**src/rtl/x_operand_select_if.sv**
```systemverilog
// x_operand_select_if: bundles the register file, result bus, prefix decode
// inputs and X-operand/index outputs of x_operand_select_ctrl.
// The master side drives the decode and data inputs; the slave side is the controller.
interface x_operand_select_if #(
    parameter int WIDTH  = 16,
    parameter int RSEL_W = 4
);
    localparam int NREGS = 2 ** RSEL_W;

    logic [NREGS*WIDTH-1:0] regs;
    logic [WIDTH-1:0]       y;
    logic                   hold_load;
    logic                   op_valid;
    logic [1:0]             op_kind;
    logic [RSEL_W-1:0]      op_reg;
    logic [1:0]             xsel;
    logic [RSEL_W-1:0]      fix_idx;
    logic [WIDTH-1:0]       xbus;
    logic [RSEL_W-1:0]      sreg_idx;
    logic [RSEL_W-1:0]      dreg_idx;
    logic                   b_flag;
    logic                   move_strobe;

    modport master (
        output regs, y, hold_load, op_valid, op_kind, op_reg, xsel, fix_idx,
        input  xbus, sreg_idx, dreg_idx, b_flag, move_strobe
    );

    modport slave (
        input  regs, y, hold_load, op_valid, op_kind, op_reg, xsel, fix_idx,
        output xbus, sreg_idx, dreg_idx, b_flag, move_strobe
    );
endinterface

```
**src/rtl/x_operand_select_ctrl.sv**
```systemverilog
// x_operand_select_ctrl: X-operand multiplexer with FROM/TO/WITH prefix
// tracking, a hold register for the result bus, and a MOVE/MOVES strobe.
// Optional macro XSEL_OUT_REG_EN registers xbus (one cycle latency, resets
// to 0); without it xbus is combinational from the current inputs and state.
module x_operand_select_ctrl #(
    parameter int WIDTH  = 16,
    parameter int RSEL_W = 4
) (
    input  logic                 clk,
    input  logic                 reset,
    x_operand_select_if.slave    bus
);
    localparam int NREGS = 2 ** RSEL_W;

    localparam logic [1:0] KIND_NORMAL = 2'b00;
    localparam logic [1:0] KIND_FROM   = 2'b01;
    localparam logic [1:0] KIND_TO     = 2'b10;
    localparam logic [1:0] KIND_WITH   = 2'b11;

    localparam logic [1:0] XSEL_SREG = 2'b00;
    localparam logic [1:0] XSEL_FIX  = 2'b01;
    localparam logic [1:0] XSEL_Y    = 2'b10;

    typedef enum logic [2:0] {
        ST_CLEAR,
        ST_SRC,
        ST_DST,
        ST_BOTH,
        ST_WITH
    } state_t;

    state_t            state;
    state_t            state_nxt;
    logic [RSEL_W-1:0] sreg;
    logic [RSEL_W-1:0] sreg_nxt;
    logic [RSEL_W-1:0] dreg;
    logic [RSEL_W-1:0] dreg_nxt;
    logic              strobe;
    logic              strobe_nxt;
    logic [WIDTH-1:0]  hold;
    logic [WIDTH-1:0]  reg_arr [NREGS];
    logic [WIDTH-1:0]  xmux;

    // Unpack the flattened register file so it can be indexed directly.
    always_comb begin
        for (int n = 0; n < NREGS; n++) begin
            reg_arr[n] = bus.regs[n*WIDTH +: WIDTH];
        end
    end

    // Prefix state, index and strobe registers; reset drops any pending prefix.
    always_ff @(posedge clk or posedge reset) begin
        if (reset) begin
            state  <= ST_CLEAR;
            sreg   <= '0;
            dreg   <= '0;
            strobe <= 1'b0;
        end else begin
            state  <= state_nxt;
            sreg   <= sreg_nxt;
            dreg   <= dreg_nxt;
            strobe <= strobe_nxt;
        end
    end

    // Prefix decode: FROM/TO accumulate indices, WITH arms MOVE/MOVES,
    // a FROM/TO after WITH fires the strobe, and a normal op clears everything.
    always_comb begin
        state_nxt  = state;
        sreg_nxt   = sreg;
        dreg_nxt   = dreg;
        strobe_nxt = 1'b0;
        if (bus.op_valid) begin
            case (bus.op_kind)
                KIND_WITH: begin
                    state_nxt = ST_WITH;
                    sreg_nxt  = bus.op_reg;
                    dreg_nxt  = bus.op_reg;
                end
                KIND_FROM, KIND_TO: begin
                    if (state == ST_WITH) begin
                        // MOVE/MOVES executes now; indices do not pick up op_reg.
                        strobe_nxt = 1'b1;
                        state_nxt  = ST_CLEAR;
                        sreg_nxt   = '0;
                        dreg_nxt   = '0;
                    end else if (bus.op_kind == KIND_FROM) begin
                        sreg_nxt = bus.op_reg;
                        if (state == ST_CLEAR) begin
                            state_nxt = ST_SRC;
                        end else if (state == ST_DST) begin
                            state_nxt = ST_BOTH;
                        end
                    end else begin
                        dreg_nxt = bus.op_reg;
                        if (state == ST_CLEAR) begin
                            state_nxt = ST_DST;
                        end else if (state == ST_SRC) begin
                            state_nxt = ST_BOTH;
                        end
                    end
                end
                default: begin
                    state_nxt = ST_CLEAR;
                    sreg_nxt  = '0;
                    dreg_nxt  = '0;
                end
            endcase
        end
    end

    // Hold register captures the result bus on request, independent of decode.
    always_ff @(posedge clk or posedge reset) begin
        if (reset) begin
            hold <= '0;
        end else if (bus.hold_load) begin
            hold <= bus.y;
        end
    end

    // X operand source select; uses the index in effect before this cycle's edge.
    always_comb begin
        case (bus.xsel)
            XSEL_SREG: xmux = reg_arr[sreg];
            XSEL_FIX:  xmux = reg_arr[bus.fix_idx];
            XSEL_Y:    xmux = bus.y;
            default:   xmux = hold;
        endcase
    end

`ifdef XSEL_OUT_REG_EN
    logic [WIDTH-1:0] xbus_p1;

    // Output register stage for xbus.
    always_ff @(posedge clk or posedge reset) begin
        if (reset) begin
            xbus_p1 <= '0;
        end else begin
            xbus_p1 <= xmux;
        end
    end

    assign bus.xbus = xbus_p1;
`else
    assign bus.xbus = xmux;
`endif

    assign bus.sreg_idx    = sreg;
    assign bus.dreg_idx    = dreg;
    assign bus.b_flag      = (state == ST_WITH);
    assign bus.move_strobe = strobe;

endmodule

```
**src/flat_wrapper.sv**
```systemverilog
// flat-port wrapper written by rule: the top's interface ports become plain ports
module x_operand_select_ctrl_flat 
#(
    parameter int WIDTH  = 16,
    parameter int RSEL_W = 4
)
  (clk, reset, bus_regs, bus_y, bus_hold_load, bus_op_valid, bus_op_kind, bus_op_reg, bus_xsel, bus_fix_idx, bus_xbus, bus_sreg_idx, bus_dreg_idx, bus_b_flag, bus_move_strobe);
  x_operand_select_if #(.WIDTH(WIDTH), .RSEL_W(RSEL_W)) bus_i ();
  input  logic clk;
  input  logic reset;
  input wire logic [$bits(bus_i.regs)-1:0] bus_regs;
  input wire logic [$bits(bus_i.y)-1:0] bus_y;
  input wire logic [$bits(bus_i.hold_load)-1:0] bus_hold_load;
  input wire logic [$bits(bus_i.op_valid)-1:0] bus_op_valid;
  input wire logic [$bits(bus_i.op_kind)-1:0] bus_op_kind;
  input wire logic [$bits(bus_i.op_reg)-1:0] bus_op_reg;
  input wire logic [$bits(bus_i.xsel)-1:0] bus_xsel;
  input wire logic [$bits(bus_i.fix_idx)-1:0] bus_fix_idx;
  output wire logic [$bits(bus_i.xbus)-1:0] bus_xbus;
  output wire logic [$bits(bus_i.sreg_idx)-1:0] bus_sreg_idx;
  output wire logic [$bits(bus_i.dreg_idx)-1:0] bus_dreg_idx;
  output wire logic [$bits(bus_i.b_flag)-1:0] bus_b_flag;
  output wire logic [$bits(bus_i.move_strobe)-1:0] bus_move_strobe;
  assign bus_i.regs = bus_regs;
  assign bus_i.y = bus_y;
  assign bus_i.hold_load = bus_hold_load;
  assign bus_i.op_valid = bus_op_valid;
  assign bus_i.op_kind = bus_op_kind;
  assign bus_i.op_reg = bus_op_reg;
  assign bus_i.xsel = bus_xsel;
  assign bus_i.fix_idx = bus_fix_idx;
  assign bus_xbus = bus_i.xbus;
  assign bus_sreg_idx = bus_i.sreg_idx;
  assign bus_dreg_idx = bus_i.dreg_idx;
  assign bus_b_flag = bus_i.b_flag;
  assign bus_move_strobe = bus_i.move_strobe;
  x_operand_select_ctrl #(.WIDTH(WIDTH), .RSEL_W(RSEL_W)) u_core (.clk(clk), .reset(reset), .bus(bus_i));
endmodule
```
**config.mk**
```make
export PLATFORM = sky130hd
export DESIGN_NAME = x_operand_select_ctrl_flat
export DESIGN_NICKNAME = d
export VERILOG_FILES = /design/src/rtl/x_operand_select_if.sv /design/src/rtl/x_operand_select_ctrl.sv /design/src/flat_wrapper.sv
export SDC_FILE = /design/constraint.sdc
export NUM_CORES = 1
export LEC_CHECK = 0
export CORE_ASPECT_RATIO = 2
export CORE_MARGIN = 3
export CORE_UTILIZATION = 37
export DETAILED_ROUTE_END_ITERATION = 8
export PLACE_DENSITY_LB_ADDON = 0.2
export SLEW_MARGIN = 20
export SYNTH_ARGS = -nofsm -noshare
export SYNTH_HDL_FRONTEND = slang
export SYNTH_SLANG_ARGS = --single-unit
```
**constraint.sdc**
```tcl
create_clock -name clk -period 2.5 [get_ports clk]
set_input_delay 0.5 -clock clk [delete_from_list [all_inputs] [get_ports clk]]
set_output_delay 0.5 -clock clk [all_outputs]
set_load 0.01 [all_outputs]
```
==> summary.md <==
| Metric | Value |
|---|---|
| Crit-path cells | `buf_4, buf_12, mux4_2, nor2b_1, a211oi_2, a21oi_1, o311a_1, buf_2` |
| Post-synthesis net count | `about 760` |
| #FFs+latches synth | `28` |
| Sum Neg Setup Slack | `-4.46 ns` |
| CP Capture Type | `primary output` |
| Count leader, synth | `mux4_2` |
| IO Count | `around 310` |
| Synth unique cells | `between 40 and 50` |
| 1st-pass router iterations | `5` |
| Failing checks | `setup timing` |
| Tightest Pin Transition | `between 0.6 and 0.7 ns` |
| Clock sink count | `28` |
| Hold slack | `a little over 0.5 ns` |
| Hold Path End | `u_core.hold[6]` |
| Global-route track usage on met1 | `31.3%` |
| Worst hold-check path type | `reg -> reg` |
| Dominant cells by area after synthesis | `mux4_2 47%, dfrtp_1 12%, mux2i_1 11%` |
| Busiest grt layer | `met2` |
| Top post-synthesis cells by count | `119 x mux4_2, 63 x mux2i_1, 33 x nand2_1` |
| GPL Wtd Cong | `~0.93` |
| RSZ-0062 raised after global routing | `true` |
| Fmax | `~350 MHz` |
| Later-pin clock latency in the skew report | `0.26 ns` |
| Pin count of the biggest net entering global routing | `30` |
| Syn Area/Cell | `12.2 µm²` |
| Worst Skew | `0.00300 ns` |
| Tot Pwr | `3610 µW` |
| Hold Path Cell Cnt | `1` |
| Area delta synth->final | `77.7%` |
| Slew Viols, Final | `0` |
| WS Path Type | `reg -> out` |
| FP Rows | `63` |
| Wire per inst | `roughly 25 µm` |
| Final Hold Vio Count | `0` |
| Max cap viols | `0` |
| Critical Path Source Type | `flop` |
| Most used DFF post-synth | `dfrtp_1` |
| Root Driver | `clkbuf_16` |
| DR iter-0 viols | `between 300 and 400` |
| Vias in the first global route | `just over 7,000` |
| DRC Markers | `0` |
| Worst path bufs/invs | `3` |
| Power per Cell Area | `roughly 350 nW/µm²` |
| EDFF count, synth | `0` |
| Slowest CP cell | `dfrtp_4` |
| CP Max Fanout | `5` |
| Post-synthesis sequential area ratio | `12.2%` |
| IO Port Bufs | `~310` |
| # setup viols final | `16` |
| Global-route met3 utilization | `around 4.6%` |
| Tcrit/Tclk final | `115%` |
| Delay-heaviest family, CP | `compound AO/OA/AOI/OAI gates` |
| DR vias/cell | `5.99` |
| Synth area leader | `mux4_2` |
| GR Layer Usage met2 | `approximately 55%` |
| Total track usage | `29.7%` |
| CTS buffer count | `3` |
| Crit Reg-Reg Startpoint | `u_core.state[1]` |
| Die area | `about 17,000 µm²` |
| Max clock buf depth | `2` |
| Initial antenna violation count | `3` |
| Layout cells sized above 1 | `between 30% and 40%` |
| Status | `finished, violations left` |
| Chip Width | `roughly 94 µm` |
| Crit path largest cell delay | `0.52 ns` |
| CTS tree | `yes` |
| Final min period | `2.87 ns` |
| Ys Warns | `0` |
| Final worst setup slack | `-0.374 ns` |
| Min-Delay Startpoint | `u_core.hold[6]` |
| Leak | `around 0.004 µW` |
| Antenna Nets Post-Route | `0` |
| Floorplan core area | `about 15,000 µm²` |
| Chip height | `approximately 180 µm` |
| Overflow after GRT | `0` |
| Ys async rst share | `100%` |
| Worst vdd rail ir drop | `approximately 370 µV` |
| Initial Util | `around two fifths` |
| Setup WS pre-CTS | `-0.754 ns` |
| Post-layout util | `a little under 70%` |
| Critical R2R Capture | `u_core.bus.dreg_idx[3]` |
| Final nets | `1,147` |
| Post-DP HPWL | `approximately 21 mm` |
| Register clock-pin slew on the reported worst setup and hold paths | `about 0.07 ns` |
| First-pass GRT wire length | `38.8 mm` |
| Total number of H-tree levels | `1` |
| Post-Syn Area | `between 5000 and 6000 µm²` |
| CP arrival | `approximately 2.4 ns` |
| Worst reg-to-reg path cell count | `4` |
| Post-Route WL | `26.2 mm` |
| Via count | `about 6,300` |
| Worst R2R Setup Slack | `between 0.7 and 0.8 ns` |
| Synth top area share | `between 40% and 50%` |
| Synth Instances | `between 400 and 500` |
| Rel. slew slack | `just under 60%` |
| CP required | `~2.0 ns` |
per-stage QoR:
stage          cell area, µm²  std cells
2_1_floorplan            5730        470
3_3_place_gp             9630       1021
3_5_place_dp             9630       1021
4_1_cts                 10100       1051
5_1_grt                 10200       1051
6_report                10200       1051
where the power goes:
group / total [µW] / switching (µW) / internal (µW)
clock: 367 / 149 / 218
combinational: 2670 / 1060 / 1620
sequential: 567 / 54.5 / 513
total: 3610 / 1260 / 2350
kinds of logic after synthesis:
family | synth area share (%)
adder cells (fa/ha/maj) | 0.874
buffers and inverters | 5.99
multiplexers | 63.3
AND/OR/NAND/NOR | 6.73
AO/OA/AOI/OAI | 10.9
flip-flops | 12.2
metal layers:
metal | wire length (µm) | part of all wire [%]
met4 | 1310 | 5.0
met3 | 1640 | 6.3
met5 | 7 | 0.027
met1 | 8810 | 34
met2 | 14400 | 55
state kept, by name (all words and copies together) (netlist names):
register,cells
u_core.bus.move_strobe,1
u_core.bus.dreg_idx,4
u_core.hold,16
u_core.state,3
u_core.bus.sreg_idx,4
cell usage in the layout, fill, tap and decap left out, types with 6 or more instances in the layout:
| cell type | n |
|---|---|
| a211oi_1 | 6 |
| a211oi_2 | 9 |
| a21oi_1 | 17 |
| a22oi_1 | 7 |
| buf_12 | 13 |
| buf_2 | 11 |
| buf_4 | 92 |
| buf_6 | 17 |
| clkdlybuf4s50_1 | 284 |
| dfrtp_1 | 25 |
| dlymetal6s2s_1 | 9 |
| inv_1 | 13 |
| mux2_2 | 20 |
| mux2i_1 | 58 |
| mux4_2 | 122 |
| nand2_1 | 33 |
| nand3_1 | 12 |
| nor2_1 | 6 |
| nor2b_1 | 14 |
| o21ai_0 | 11 |
| o311a_1 | 7 |
how the worst max path moves through the flow:
stage,startpoint,to,slack (ns),cells past startpoint
finish,u_core.bus.sreg_idx[0],bus_xbus[1],-0.37,8
global route,u_core.bus.sreg_idx[0],bus_xbus[6],-0.42,8
CTS,u_core.bus.sreg_idx[0],bus_xbus[5],-0.41,8
detailed placement,bus_regs[30],bus_xbus[14],-0.75,7
global placement,bus_regs[62],bus_xbus[14],-0.71,7
floorplan,bus_fix_idx[0],bus_xbus[14],0.008,7
layout make-up:
type	count	area, µm²
diodes	2	5.00
clock buffers	4	78.8
fillers	1166	4800
inverters	14	52.6
multi-input cells	376	4830
flip-flops and latches	28	707
well taps	195	244
repair buffers	432	4260
timing repair:
action | in CTS | in global routing
gates cloned | 4 | 0
endpoints found under the setup margin | 16 | 16
hold buffers | 0 | 0
pin swaps | 21 | 22
resized for setup | 113 | 31
setup buffers | 23 | 2
(Power assumes the default switching activity.)
